--- src/rtl/brick_wall.sv ---
// Brick-wall collision engine: scans one brick per clock against the latched
// ball position, retires at most one brick per frame, and keeps score.
//   IDLE     | waiting for a frame strobe
//   SCAN     | testing brick idx against the latched ball
//   HIT_WAIT | hit reported, holding until the ball acknowledges
module brick_wall #(
  parameter int ROWS     = 4,
  parameter int COLS     = 8,
  parameter int B_WIDTH  = 30,
  parameter int B_HEIGHT = 5,
  parameter int X0       = 40,
  parameter int Y0       = 20,
  parameter int PITCH_X  = 70,
  parameter int PITCH_Y  = 15,
  parameter int S_SIZE   = 5,
  parameter int SCORE_W  = 9,
  parameter int PTS      = 1
) (
  input  logic                 i_clk,
  input  logic                 i_rst,
  input  logic                 i_ani_stb,
  input  logic                 i_animate,
  input  logic                 i_mode,
  input  logic                 i_ack,
  input  logic [11:0]          s_x,
  input  logic [11:0]          s_y,
  output logic [ROWS*COLS-1:0] o_alive,
  output logic [SCORE_W-1:0]   o_score,
  output logic [1:0]           o_hit,
  output logic                 o_hit_valid,
  output logic                 o_cleared,
  output logic                 o_busy
);

  localparam int N  = ROWS * COLS;
  localparam int IW = (N > 1) ? $clog2(N) : 1;
  localparam int CW = (COLS > 1) ? $clog2(COLS) : 1;

  localparam logic signed [12:0] HW   = 13'(B_WIDTH + S_SIZE);
  localparam logic signed [12:0] HH   = 13'(B_HEIGHT + S_SIZE);
  localparam logic signed [12:0] TWO  = 13'sd2;
  localparam logic signed [12:0] CX0  = 13'(X0);
  localparam logic signed [12:0] CY0  = 13'(Y0);
  localparam logic signed [12:0] PX   = 13'(PITCH_X);
  localparam logic signed [12:0] PY   = 13'(PITCH_Y);
  localparam logic [SCORE_W:0]   MAXS = {1'b0, {SCORE_W{1'b1}}};
  localparam logic [SCORE_W:0]   PTSW = (SCORE_W+1)'(PTS);

  typedef enum logic [1:0] {IDLE, SCAN, HIT_WAIT} state_t;

  state_t             state;
  logic [IW-1:0]      idx;
  logic [CW-1:0]      col;
  logic signed [12:0] bx, by, cx, cy;
  logic [1:0]         hit_code;
  logic               xin, yin;
  logic [SCORE_W:0]   score_sum;

  // Brick centre is tracked incrementally with the column counter, so no
  // multiplier is needed to locate brick idx.
  always_comb begin
    hit_code = 2'b00;
    xin = (bx >= cx - HW) && (bx <= cx + HW);
    yin = (by >= cy - HH) && (by <= cy + HH);
    if ((bx == cx + HW || bx == cx - HW) && (by == cy + HH || by == cy - HH))
      hit_code = 2'b11;
    else if (by >= cy + HH - TWO && by <= cy + HH && xin)
      hit_code = 2'b01;
    else if (by >= cy - HH && by <= cy - HH + TWO && xin)
      hit_code = 2'b01;
    else if (bx >= cx + HW - TWO && bx <= cx + HW && yin)
      hit_code = 2'b10;
    else if (bx >= cx - HW && bx <= cx - HW + TWO && yin)
      hit_code = 2'b10;
    if (!o_alive[idx])
      hit_code = 2'b00;
  end

  assign score_sum = {1'b0, o_score} + PTSW;

  always_ff @(posedge i_clk or posedge i_rst) begin
    if (i_rst) begin
      state       <= IDLE;
      idx         <= '0;
      col         <= '0;
      bx          <= '0;
      by          <= '0;
      cx          <= CX0;
      cy          <= CY0;
      o_alive     <= '1;
      o_score     <= '0;
      o_hit       <= 2'b00;
      o_hit_valid <= 1'b0;
      o_cleared   <= 1'b0;
      o_busy      <= 1'b0;
    end else if (!i_mode) begin
      state       <= IDLE;
      idx         <= '0;
      o_alive     <= '1;
      o_score     <= '0;
      o_hit       <= 2'b00;
      o_hit_valid <= 1'b0;
      o_cleared   <= 1'b0;
      o_busy      <= 1'b0;
    end else begin
      o_cleared <= (o_alive == '0);
      case (state)
        IDLE: begin
          if (i_ani_stb && i_animate) begin
            bx     <= $signed({1'b0, s_x});
            by     <= $signed({1'b0, s_y});
            idx    <= '0;
            col    <= '0;
            cx     <= CX0;
            cy     <= CY0;
            o_busy <= 1'b1;
            state  <= SCAN;
          end
        end
        SCAN: begin
          if (hit_code != 2'b00) begin
            o_alive[idx] <= 1'b0;
            o_score      <= (score_sum > MAXS) ? '1 : score_sum[SCORE_W-1:0];
            o_hit        <= hit_code;
            o_hit_valid  <= 1'b1;
            state        <= HIT_WAIT;
          end else if (idx == IW'(N - 1)) begin
            o_busy <= 1'b0;
            state  <= IDLE;
          end else begin
            idx <= idx + 1'b1;
            if (col == CW'(COLS - 1)) begin
              col <= '0;
              cx  <= CX0;
              cy  <= cy + PY;
            end else begin
              col <= col + 1'b1;
              cx  <= cx + PX;
            end
          end
        end
        HIT_WAIT: begin
          if (i_ack) begin
            o_hit       <= 2'b00;
            o_hit_valid <= 1'b0;
            o_busy      <= 1'b0;
            state       <= IDLE;
          end
        end
        default: state <= IDLE;
      endcase
    end
  end

endmodule

--- config.mk ---
export PLATFORM = sky130hd
export DESIGN_NAME = brick_wall
export DESIGN_NICKNAME = d
export VERILOG_FILES = /design/src/rtl/brick_wall.sv
export SDC_FILE = /design/constraint.sdc
export NUM_CORES = 1
export LEC_CHECK = 0
export ABC_AREA = 1
export CORE_MARGIN = 3
export CORE_UTILIZATION = 50
export DETAILED_ROUTE_END_ITERATION = 16
export PLACE_DENSITY = 0.68
export SETUP_SLACK_MARGIN = 0.05
export SLEW_MARGIN = 25
export SYNTH_ARGS = -nofsm -noshare
export SYNTH_HDL_FRONTEND = slang
export SYNTH_SLANG_ARGS = --single-unit
--- constraint.sdc ---
create_clock -name i_clk -period 4.2 [get_ports i_clk]
set_input_delay 0.84 -clock i_clk [delete_from_list [all_inputs] [get_ports i_clk]]
set_output_delay 0.84 -clock i_clk [all_outputs]
set_load 0.02 [all_outputs]
==> results of run 1 <==
==> synth_stat cells, drive strengths merged <==
master	number	area share, %
a2111oi	1	0.090
or4	2	0.15
xor2	49	4.6
a22o	4	0.36
or2	4	0.26
o21a	1	0.077
nand3b	2	0.15
a32o	4	0.41
o21bai	2	0.15
a211oi	1	0.077
nor4b	2	0.18
ha	106	14
nand4	56	3.6
xnor2	13	1.2
mux2	19	2.2
a21oi	44	2.3
o211ai	2	0.15
inv	163	6.3
nor3	42	2.2
o2111ai	1	0.090
dfrtp	69	18
a31oi	3	0.35
nand3	97	5.3
nor3b	1	0.077
nand2	417	16
clkbuf	21	0.81
and3	1	0.064
dfstp	36	9.7
a21o	1	0.077
o21ai	69	3.7
nor4	7	0.45
and2	3	0.22
clkinv	2	0.077
nor2	115	4.6
a21boi	2	0.15
buf	32	2.1
o22ai	7	0.45
==> metal layers <==
layer	vias to the layer above	wire (um)	track usage (%)
met5	-	0	0
met4	0	453	6.933
met3	35	1195	3.768
met2	243	12610	40.45
met1	4392	12460	32.93
li1	4736	-	-
==> logic make-up (layout without fill, tap and decap cells) <==
| kind of cell | count (synthesis) | count (layout) | share of synthesized area, % |
|---|---|---|---|
| xor gates and xnor gates | 62 | 62 | 5.802 |
| DFF | 105 | 105 | 27.42 |
| adders and majority gates | 106 | 106 | 13.61 |
| muxes | 19 | 19 | 2.195 |
| and+or+nand+nor | 749 | 750 | 33.31 |
| buffers and inverters | 218 | 302 | 9.307 |
| AOI/OAI and AO/OA | 142 | 142 | 8.357 |
==> final cells by class <==
cell class / instances / area, um2 / share of cell area [%]
clock buffer: 9 / 225.2 / 1.948
clock inverter: 7 / 80.08 / 0.6928
inverter: 165 / 626.9 / 5.423
multi-input combinational: 1079 / 6452 / 55.82
sequential: 105 / 2676 / 23.15
tap: 260 / 325.3 / 2.814
timing repair buffer: 121 / 1172 / 10.14
==> cell usage in the layout (no fill, tap or decap), types with 6 or more instances in the layout <==
cell / n
nor3_1: 36
clkbuf_16: 11
dfrtp_1: 66
nand3_1: 89
nor2_1: 103
xnor2_1: 13
clkdlybuf4s50_1: 75
inv_1: 155
buf_4: 40
ha_1: 100
xor2_1: 41
dfstp_2: 36
a21oi_1: 43
nand2_2: 12
nand4_1: 56
nor4_1: 7
nand2_1: 402
nor2_2: 9
o22ai_1: 6
mux2_2: 19
xor2_2: 7
o21ai_1: 27
nand3_2: 7
o21ai_0: 40
==> what timing repair did <==
action                                  CTS  global route
buffers inserted                          0            16
endpoints found under the setup margin   36            80
cloned                                    0             3
resized for setup                         2            66
pin swaps                                 0            11
==> registers in the layout, summed over array words and instances (netlist names) <==
name / count
cy: 13
bx: 12
col: 3
by: 12
o_hit_valid: 1
o_cleared: 1
o_alive: 32
idx: 5
state: 2
o_busy: 1
cx: 12
o_hit: 2
o_score: 9
==> path summary, 6_finish.rpt <==
check | endpoint | depth (start not counted) | from
max | o_hit[0] | 24 | cy[1]
min | o_hit_valid | 2 | o_hit_valid
min in group asynchronous | o_score[6] | 2 | i_rst
max in group asynchronous | o_alive[10] | 3 | i_rst
min reg2reg | o_hit_valid | 2 | o_hit_valid
max reg2reg | o_hit[0] | 24 | cy[1]
==> through the flow <==
step / instances / util (%) / TNS [ns] / area [um2] / total power [W]
after CTS: 1727 / 58.61 / 0 / 11110 / 0.005899
final: 1746 / 60.98 / 0 / 11560 / 0.006196
after detailed placement: 1711 / 56.94 / -0.0002767 / 10790 / 0.004973
after floorplan: 1401 / - / 0 / 9747 / 0.004019
after global placement: 1711 / 56.94 / 0 / 10790 / 0.004887
after global routing: 1746 / 60.98 / -0.09000 / 11560 / 0.006804
==> power breakdown <==
part	leakage, nW	internal (W)	switching, W
registers	1.28	0.00119	0.000298
clock network	0.151	0.000428	0.000466
logic	4.18	0.00154	0.00227
total	5.62	0.00316	0.00303
==> worst reg2reg max path, stage by stage, from the launching register on <==
cell and delay, ns:
dfrtp_2 0.46, inv_4 0.11, ha_4 0.16, inv_2 0.04, nand2_2 0.08, nand2_4 0.07
nor2_4 0.16, nand2_1 0.12, xor2_2 0.20, ha_1 0.30, nand2_1 0.05, inv_1 0.08
nand3_1 0.10, nor4b_2 0.33, nor3_1 0.09, nand2_1 0.09, a21boi_0 0.39, nand2_2 0.13
a31oi_4 0.24, nand2_4 0.14, buf_12 0.20, nand2_1 0.07, nand2_2 0.07, nand2_1 0.06
nand2_1 0.04
==> results.json, run 1 <==
{
  "ir_drop_mv": 0.2314,
  "yosysWarnings": 0,
  "crit_path_max_fanout": 7,
  "syn_area_per_cell_um2": 6.957,
  "grt_pass1_wl_um": 43170,
  "syn_area_um2": 9747,
  "num-fill-cells": 1747,
  "finalMaxSlewViolations": 0,
  "synth.yosys.seq_area_share_pct": 27.42,
  "cp_top_family": "simple AND/OR/NAND/NOR gates",
  "setup_viol": 0,
  "crit_slowest_cell": "dfrtp_2",
  "synth-seq-cells": 105,
  "antenna_found_initial": 0,
  "io_pins": 76,
  "grt_overflow": 0,
  "grt_max_degree": 61,
  "cp_data_required_time_ns": 4.46,
  "crit_chain": "inv_4, ha_4, inv_2, nand2_2, nand2_4, nor2_4, nand2_1, xor2_2, ha_1, nand2_1, inv_1, nand3_1, nor4b_2, nor3_1, nand2_1, a21boi_0, nand2_2, a31oi_4, nand2_4, buf_12, nand2_1, nand2_2, nand2_1, nand2_1",
  "htreeDepth": 3,
  "cp_common_cell": "nand2_1",
  "cts.reportedPaths.clkPinSlew_ns": 0.09,
  "wl_per_cell_um": 15.30,
  "antenna_cells": 0,
  "cts_tree": "done",
  "vias_per_cell": 5.387,
  "critPathKind": "reg2reg",
  "period_needed_ns": 3.894,
  "drt_iter0_markers": 498,
  "hold-worst-slack_ns": 0.4843,
  "p_leak_nw": 5.615,
  "syn_inst": 1401,
  "port_buffers": 75,
  "drtAntennaViolNets": 0,
  "drt_pass1_iterations": 4,
  "syn_nets": 1537,
  "end_kind": "flip-flop",
  "ctsHoldBuffers": 0,
  "slowest_delay_ns": 0.46,
  "gp_congestion": 0.8879,
  "post-route-drc-count": 0,
  "vias": 9406,
  "track_usage_pct": 24.30,
  "rrSetupSlack_ns": 0.31,
  "cts-root-buf": "clkbuf_16",
  "cp.buffers_inverters": 4,
  "power_density_nw_per_um2": 536.1,
  "coreArea_um2": 18960,
  "clkLatencyLatePin_ns": 0.38,
  "fin_crit_sh_pct": 92.71,
  "max_freq_ghz": 0.2568,
  "wirelength_um": 26720,
  "setup_ws_ns": 0.3061,
  "fp.dieH_um": 145.6,
  "status": "complete, no violations",
  "cts_buffer_depth": 2,
  "dp_hpwl_um": 19690,
  "initial_utilization_pct": 51.42,
  "synthDistinctLibCells": 51,
  "slew_headroom_pct": 48.30,
  "grt_setup_unrepaired": "true",
  "numCtsBuffers": 9,
  "worstPathArrival_ns": 4.15,
  "cts_num_sinks": 105,
  "drv_cap": 0,
  "hold_class": "reg2reg",
  "areaGrowthSynthToFinish_pct": 18.59,
  "drive_above_1_share_pct": 13.12,
  "final_nets": 1617,
  "worst_pin_slew_ns": 0.7754,
  "grt_pass1_vias": 8788,
  "dieArea_um2": 21210,
  "fin_skew_ns": 0.02130,
  "dp_slack_ns": -0.0002767,
  "hold_violations": 0,
  "rows": 50,
  "dieWidth_um": 145.6,
  "start_kind": "flip-flop"
}
Power figures use the tool's default switching activity.
==> inputs of run 2 (changes only) <==
--- a/config.mk
+++ b/config.mk
@@ -7,9 +7,9 @@
 export LEC_CHECK = 0
 export ABC_AREA = 1
 export CORE_MARGIN = 3
-export CORE_UTILIZATION = 50
+export CORE_UTILIZATION = 35
 export DETAILED_ROUTE_END_ITERATION = 16
-export PLACE_DENSITY = 0.68
+export PLACE_DENSITY = 0.5
 export SETUP_SLACK_MARGIN = 0.05
 export SLEW_MARGIN = 25
 export SYNTH_ARGS = -nofsm -noshare
==> run 2 against run 1 <==
Via count increased by 0.26%; clock-buffer cell count up 1; sequential share of layout area fell by 0.94 points; clock skew decreased by 0.0054 ns; core utilization is 17 points lower; clock power up 3.4%; design area rose by 4.2%; global-route usage decreased by 5.6 points; total power rose by 4.8%; final cell count up 7.5%; sequential cell count is the same.
==> results.json, run 2 (synthesis gave the netlist of run 1 again) <==
{
  "status": "complete, no violations",
  "finish.cell_count_without_fillers": 1877,
  "placed_cell_area_um2": 11000,
  "vias_per_cell": 5.024,
  "wl_per_cell_um": 15.52,
  "power_density_nw_per_um2": 539.2,
  "hold-worst-slack_ns": 0.4796,
  "drtAntennaViolNets": 0,
  "seq_area_um2": 2676,
  "dp_hpwl_um": 21290,
  "clkLatencyLatePin_ns": 0.37,
  "finalSetupTns_ns": 0,
  "largest_register": "o_alive",
  "drive_above_1_share_pct": 15.35,
  "areaGrowthSynthToFinish_pct": 23.58,
  "largest_reg_flops": 32,
  "final_nets": 1636,
  "reg.largest.list": "o_alive: 32 flops, cy: 13 flops",
  "grt_setup_unrepaired": "true",
  "wirelength_um": 29140,
  "htreeDepth": 3,
  "initial_utilization_pct": 35.87,
  "crit_path_max_fanout": 8,
  "cts-root-buf": "clkbuf_16",
  "antenna_found_initial": 0,
  "drt_pass1_iterations": 5,
  "end_kind": "flip-flop",
  "multi_input_area_um2": 6551,
  "rrSetupSlack_ns": 0.19,
  "crit_slowest_cell": "dfstp_2",
  "finalMaxSlewViolations": 0,
  "coreArea_um2": 27180,
  "crit_path_start": "cy[2]",
  "rr_startpoint": "cy[2]",
  "critPathKind": "reg2reg",
  "cts.reportedPaths.clkPinSlew_ns": 0.09,
  "worst_pin_slew_ns": 0.8429,
  "grt_max_degree": 62,
  "track_usage_pct": 18.73,
  "drv_cap": 0,
  "post-route-drc-count": 0,
  "finalInstanceArea_um2": 12050,
  "cts_buffer_depth": 2,
  "start_kind": "flip-flop",
  "grt_pass1_vias": 9032,
  "fin_skew_ns": 0.01588,
  "rows": 60,
  "io_pins": 76,
  "cts_tree": "done",
  "drt_iter0_markers": 472,
  "p_leak_nw": 5.789,
  "dp.cells": 1830,
  "setup_viol": 0,
  "vias": 9430,
  "setup_ws_ns": 0.1912,
  "max_freq_ghz": 0.2495,
  "final_cell_mix": "nand2_1, inv_1, ha_1",
  "grt_overflow": 0,
  "num-fill-cells": 2872,
  "hold_class": "reg2reg",
  "worstPathArrival_ns": 4.30,
  "gp_congestion": 0.8451,
  "dieWidth_um": 172.9,
  "cts_num_sinks": 105,
  "dieArea_um2": 29890,
  "slowest_delay_ns": 0.57,
  "dp_slack_ns": -0.07563,
  "numCtsBuffers": 9,
  "hold_violations": 0,
  "antenna_cells": 0,
  "mostFrequentLayoutCell": "nand2_1",
  "slew_headroom_pct": 43.29,
  "grt_pass1_wl_um": 46500,
  "ir_drop_mv": 0.2289,
  "cp_data_required_time_ns": 4.49,
  "fin_crit_sh_pct": 95.45,
  "period_needed_ns": 4.009,
  "min-delay-start": "o_hit_valid",
  "port_buffers": 75,
  "crit_chain": "inv_2, ha_4, inv_2, nand2_2, nand2_4, nor2_4, xor2_2, buf_4, ha_1, inv_1, nor3_1, nor4b_2, buf_4, nor3_1, nand2_1, a21boi_1, nand2_2, a31oi_4, buf_12, nand2_4, clkbuf_16, o21ai_1, nand2_1",
  "fp.dieH_um": 172.9
}
## run 2: final cells by class
class                           count  share of cell area (%)
Tap cell                          372                   3.864
Clock buffer                       10                   1.984
Multi-Input combinational cell   1081                   54.39
Sequential cell                   105                   22.22
Clock inverter                      6                  0.5817
Timing Repair Buffer              138                   11.80
Inverter                          165                   5.163
## run 2: final timing paths
| kind | to | depth (start not counted) |
|---|---|---|
| setup / recovery | o_alive[25] | 23 |
| hold / removal | o_hit_valid | 2 |
| setup reg to reg | o_alive[25] | 23 |
| hold reg to reg | o_hit_valid | 2 |
| max in group asynchronous | o_alive[5] | 3 |
| min in group asynchronous | o_score[6] | 2 |
## run 2: where the power goes
| group | switching (W) | internal (W) | total (W) |
|---|---|---|---|
| combinational | 0.00240 | 0.00170 | 0.00410 |
| clock | 0.000483 | 0.000441 | 0.000924 |
| sequential | 0.000280 | 0.00119 | 0.00147 |
| total | 0.00316 | 0.00333 | 0.00650 |
## run 2: stage by stage
stage / power, W / util, %
after floorplan: 0.004019 / -
after global placement: 0.005014 / 40.47
after detailed placement: 0.005060 / 40.47
after CTS: 0.006050 / 41.77
after global routing: 0.007155 / 44.32
final: 0.006495 / 44.32
## run 2: repair_timing
item | CTS | global route
pin swaps | 0 | 26
cloned | 0 | 11
buffers inserted | 0 | 20
hold buffers | 0 | 0
endpoints found under the setup margin | 75 | 80
gates resized for setup | 8 | 86
## run 2: worst max-delay path: cells and delay by family (launching register included)
kind / cells / cell delay (ns)
xor gates and xnor gates: 1 / 0.16
AOI/OAI and AO/OA: 3 / 0.70
adders and majority gates: 2 / 0.44
buffers and inverters: 7 / 0.89
and+or+nand+nor: 10 / 1.15
DFF: 1 / 0.57
## run 2: layer usage
layer	wire length [um]	up-vias	share of wire (%)	global-route usage, %
met5	0	-	0	0
met4	501	0	1.7	4.561
met3	1197	28	4.1	2.986
met2	13360	186	46	30.60
met1	14080	4427	48	25.96
li1	-	4789	-	-
==> inputs of run 3 (changes only) <==
--- a/config.mk
+++ b/config.mk
@@ -6,6 +6,7 @@
 export NUM_CORES = 1
 export LEC_CHECK = 0
 export ABC_AREA = 1
+export CAP_MARGIN = 10
 export CORE_MARGIN = 3
 export CORE_UTILIZATION = 35
 export DETAILED_ROUTE_END_ITERATION = 16
==> results of run 3 <==
Final layout, timing and power as in run 2 (identical DEF).
==> patch 1, RTL diff (settings of run 2) <==
Set the parameter `SCORE_W` to 13 (it was 9).
--- a/src/rtl/brick_wall.sv
+++ b/src/rtl/brick_wall.sv
@@ -13,7 +13,7 @@
   parameter int PITCH_X  = 70,
   parameter int PITCH_Y  = 15,
   parameter int S_SIZE   = 5,
-  parameter int SCORE_W  = 9,
+  parameter int SCORE_W  = 13,
   parameter int PTS      = 1
 ) (
   input  logic                 i_clk,
Ports: changed (resized o_score); port bits go from 76 to 80. The function was not compared with the original's and may differ.
==> patch 1 against run 2 <==
  * Synthesized area up 3.0%
  * Sequential cell count increased by 4
  * Final area grew 4.4%
  * Critical path depth rose by 9
  * Combinational power up 55%
  * Hold slack gained 0.0045 ns
  * First-iteration DRC count increased by 38%
  * Critical endpoint is now cy[8]
  * Power grew 41%
  * Worst setup slack better by 0.0085 ns
  * Global-route usage grew 0.17 points
  * Via count up 4.2%
  * Wire length is 5.2% higher
  * Non-clock buffer count rose by 5
  * Clock power increased by 3.7%
==> patch 1: results (changes against run 2) <==
[synthesis]
synth-seq-cells = 109  ; was 105
top_area_cells_in_the_synthesized_netlist = dfrtp_1, nand2_1, ha_1  ; unchanged
cell_count_after_synthesis = 1472  ; was 1,401
yosysSeqAreaShare_pct = 27.61  ; was 27.42%
synth.net_count = 1609  ; was 1,537
synthTopCellsByCount = nand2_1, inv_1, nor2_1, ha_1, nand4_1  ; was nand2_1, inv_1, nor2_1, ha_1, nand3_1
synthesis.area_per_instance_um2 = 6.822  ; was 6.957 um2

[clock_network]
ctsHtreeMaxLevel = 3  ; unchanged
ctsResizeCount = 2  ; was 8
clk-insertion-delay-late_ns = 0.36
clk_transition_reported_paths_ns = 0.09  ; about the same

[pwr]
power.share.switching_pct = 52.48  ; was 48.69%
vdd_ir_drop_max_v = 0.0003237  ; was 0.0002289 V
p_leak_nw = 5.906  ; was 5.789 nW

[route]
m1_wire_length_um = 15270  ; was 14,080 um
detailroute.via_count = 9822  ; was 9,430
dr_wl_met3_um = 795  ; was 1197 um
drt_iter0_markers = 653  ; was 472
dr.max_layer_used = met4  ; unchanged
route.detailed.wl_per_inst_um = 15.61  ; was 15.52 um
wl_met2_um = 14370  ; was 13,360 um

[final_layout]
clockNetworkAreaShare_pct = 2.597  ; was 2.566%
multiInputGateArea_um2 = 6884  ; was 6551 um2
biggest_registers_after_layout = o_alive: 32 flops, cy: 13 flops, o_score: 13 flops  ; was o_alive: 32 flops, cy: 13 flops
n_antenna_cell = 0  ; unchanged
sequential_cell_area_um2 = 2776  ; was 2676 um2
multi_input_gates = 1145  ; was 1,081
nNetsFinal = 1717  ; was 1,636
finalCoreUtilization_pct = 44.89  ; was 44.32%
final_cell_count_no_fill = 1963  ; was 1,877
clkbuf_count = 11  ; was 10
non_clock_inverter_count = 172  ; was 165
fillCellCount = 2948  ; was 2,872
buffers_excl_clock = 143  ; was 138
drive_above_1_share_pct = 15.52  ; was 15.35%
bufAreaShareNonClock_pct = 11.60  ; was 11.80%

[critical_path]
worst_ep_arrival_time_ns = 4.26  ; was 4.30 ns
maximum_fanout_encountered_on_the_critical_timing_path = 7  ; was 8
max_stage_delay_ns = 0.63  ; was 0.57 ns

[placed_design]
place.port_buffers = 79  ; was 75
post-place-cells = 1913  ; was 1,830
place.gp.congestion = 0.8910  ; was 0.8451
post-dp-hpwl_um = 22280  ; was 21,290 um
worst_slack_at_placement_ns = -0.01815  ; was -0.07563 ns
placement.cell_area_um2 = 11340  ; was 11,000 um2

[timing]
clock-skew-final_ns = 0.01610  ; was 0.01588 ns
slew_headroom_pct = 32.95  ; was 43.29%

[grt]
gr-usage-met3_pct = 1.794  ; was 2.986%
vias_in_the_first_global_route = 9187  ; was 9,032
wire_length_of_the_first_global_routing_pass_um = 48130  ; was 46,500 um
grt_use_met1_pct = 26.80  ; was 25.96%
grt_start_max_net_pins = 59  ; was 62
use_met2_pct = 31.78  ; was 30.60%
grt_use_total_pct = 18.89  ; was 18.73%

[run_status]
run_status = completed  ; unchanged

-- patch 1: path summary, 6_finish.rpt --
path,slack [ns],endpoint,cells past startpoint,from
max,0.20,cy[8],32,cy[4]
min,0.48,col[1],2,col[1]
max reg2reg,0.20,cy[8],32,cy[4]
min reg2reg,0.48,col[1],2,col[1]
max in group asynchronous,2.42,cy[2],3,i_rst
min in group asynchronous,0.97,o_cleared,2,i_rst
-- patch 1: power groups by stage --
stage                     logic [mW]  clock network (mW)  registers [mW]
final                           6.36               0.958            1.81
after global routing            7.21                1.03            1.86
after CTS                       5.40               0.997            1.82
after detailed placement        5.36                   0            1.84
after global placement          5.33                   0            1.84
after floorplan                 3.95                   0            1.72
-- patch 1: cell families (layout without fill, tap and decap cells) --
family                     Yosys count  after routing  share of synthesized area [%]
AOI/OAI and AO/OA                  166            166                          9.095
xor gates and xnor gates            58             58                          5.133
adders and majority gates          107            107                          13.33
buffers and inverters              224            331                          9.407
DFF                                109            109                          27.61
and+or+nand+nor                    808            814                          35.42
==> patch 2, RTL diff (config.mk and constraints of run 2) <==
Without the edit above. Add an input register stage for `i_mode`, without a reset; this delays it by one clock. The other inputs are not delayed to match.
--- a/src/rtl/brick_wall.sv
+++ b/src/rtl/brick_wall.sv
@@ -48,6 +48,12 @@
 
   typedef enum logic [1:0] {IDLE, SCAN, HIT_WAIT} state_t;
 
+  logic i_mode_q;
+
+  always_ff @(posedge i_clk) begin
+    i_mode_q <= i_mode;
+  end
+
   state_t             state;
   logic [IW-1:0]      idx;
   logic [CW-1:0]      col;
@@ -93,7 +99,7 @@
       o_hit_valid <= 1'b0;
       o_cleared   <= 1'b0;
       o_busy      <= 1'b0;
-    end else if (!i_mode) begin
+    end else if (!i_mode_q) begin
       state       <= IDLE;
       idx         <= '0;
       o_alive     <= '1;
Check against the original RTL: not equivalent (a bounded check fails within 4 cycles, from zero or initial values and one cycle with i_rst high).
==> patch 2 against run 2 <==
  * First-iteration DRC count rose by 20%
  * Count of clock-buffer cells in the layout did not move
  * Final cell count rose by 0.11%
  * Power rose by 34%
  * Wire length fell by 0.94%
  * Worst setup slack got worse by 0.0050 ns
  * Sequential cell count rose by 1
  * Synthesized area fell by 0.39%
  * Final area rose by 0.96%
==> patch 2: results (changes against run 2) <==
[run_status]
run_status = completed  ; unchanged

[final_layout]
seq_cell_count = 106  ; was 105
buffers_excl_clock = 146  ; was 138
multi_input_gates = 1083  ; was 1,081
share_of_cell_area_taken_by_flip_flops_and_latches_pct = 22.15  ; was 22.22%
fillCellCount = 2806  ; was 2,872
nNetsFinal = 1638  ; was 1,636
n_antenna_cell = 0  ; unchanged
clockNetworkAreaShare_pct = 2.500  ; was 2.566%
multi_input_gate_share_of_total_cell_area_pct = 54.78  ; was 54.39%
bufAreaShareNonClock_pct = 11.80  ; about the same
drive_above_1_share_pct = 18.18  ; was 15.35%
non_clock_inverter_count = 156  ; was 165

[synthesis]
synth.mux.area_fraction_pct = 2.320  ; was 2.195%
synth.net_count = 1526  ; was 1,537
share_of_the_synthesized_netlist_area_taken_by_xor_and_xnor_gates_pct = 5.876  ; was 5.802%
post_synth_fa_ha_maj_area_fraction_pct = 13.66  ; was 13.61%
synth_compound_area_share_pct = 8.956  ; was 8.357%
synthTopCellsByCount = nand2_1, inv_1, nand3_1, nor2_1, ha_1  ; was nand2_1, inv_1, nor2_1, ha_1, nand3_1
async_reset_ff_share_pct = 99.06  ; was 100.0%
yosysSeqAreaShare_pct = 27.73  ; was 27.42%
top_area_cells_in_the_synthesized_netlist = dfrtp_1, nand2_1, ha_1  ; unchanged

[grt]
use_met2_pct = 29.51  ; was 30.60%
grt_use_met1_pct = 27.12  ; was 25.96%
grt_start_max_net_pins = 47  ; was 62
grt_use_total_pct = 18.55  ; was 18.73%
vias_in_the_first_global_route = 8875  ; was 9,032
wire_length_of_the_first_global_routing_pass_um = 45940  ; was 46,500 um
gr-usage-met3_pct = 2.415  ; was 2.986%

[pwr]
vdd_ir_drop_max_v = 0.0002812  ; was 0.0002289 V
clock_power_share_pct = 10.6  ; was 14.2%
p_seq_mw = 1.77  ; was 1.47 mW
p_leak_nw = 5.743  ; was 5.789 nW
power.share.sequential_pct = 20.3  ; was 22.6%
power.share.switching_pct = 51.65  ; was 48.69%

[critical_path]
worstSetupEndpoint = idx[1]  ; was o_alive[25]
worst_ep_arrival_time_ns = 4.27  ; was 4.30 ns

[min_path]
hp-start = o_alive[9]  ; was o_hit_valid
holdPathEnd = o_alive[9]  ; was o_hit_valid

[placed_design]
place.gp.congestion = 0.8726  ; was 0.8451
placement.cell_area_um2 = 11090  ; was 11,000 um2
post-dp-hpwl_um = 21150  ; was 21,290 um

[timing]
finalHoldWorstSlack_ns = 0.4729  ; was 0.4796 ns
slew_headroom_pct = 40.83  ; was 43.29%
clock-skew-final_ns = 0.02031  ; was 0.01588 ns

[route]
m1_wire_length_um = 14580  ; was 14,080 um
drt_iter0_markers = 566  ; was 472
dr_wl_met3_um = 868  ; was 1197 um
dr.pass1.iters = 6  ; was 5
drt-total-wl_um = 28860  ; was 29,140 um
wl_met2_um = 13050  ; was 13,360 um
via_per_inst = 4.953  ; was 5.024
dr.max_layer_used = met4  ; unchanged

[clock_network]
post-cts-setup-buffers = 3  ; was 0
ctsResizeCount = 5  ; was 8

[floorplan]
tapcells_inserted = 372  ; unchanged

-- patch 2: cell types whose count changed after synthesis, sizes merged, moves of 4 or more --
cell | run 2 | this run
nor3 | 42 | 29
nand4 | 56 | 27
a32o | 4 | 0
o21ai | 69 | 86
nor2 | 115 | 123
nand3b | 2 | 9
nand2 | 417 | 400
nand3 | 97 | 121
o22ai | 7 | 1
inv | 163 | 153
buf | 32 | 26
nor3b | 1 | 8
a21oi | 44 | 55
-- patch 2: metrics by stage --
step / setup WS, ns / utilization [%] / cells
2_1_floorplan: 0.4690 / - / 1390
5_1_grt: -0.1658 / 44.87 / 1879
3_3_place_gp: 0.007094 / 40.94 / 1838
3_5_place_dp: -0.05355 / 40.94 / 1838
4_1_cts: 0.07676 / 42.23 / 1857
6_report: 0.1862 / 44.87 / 1879
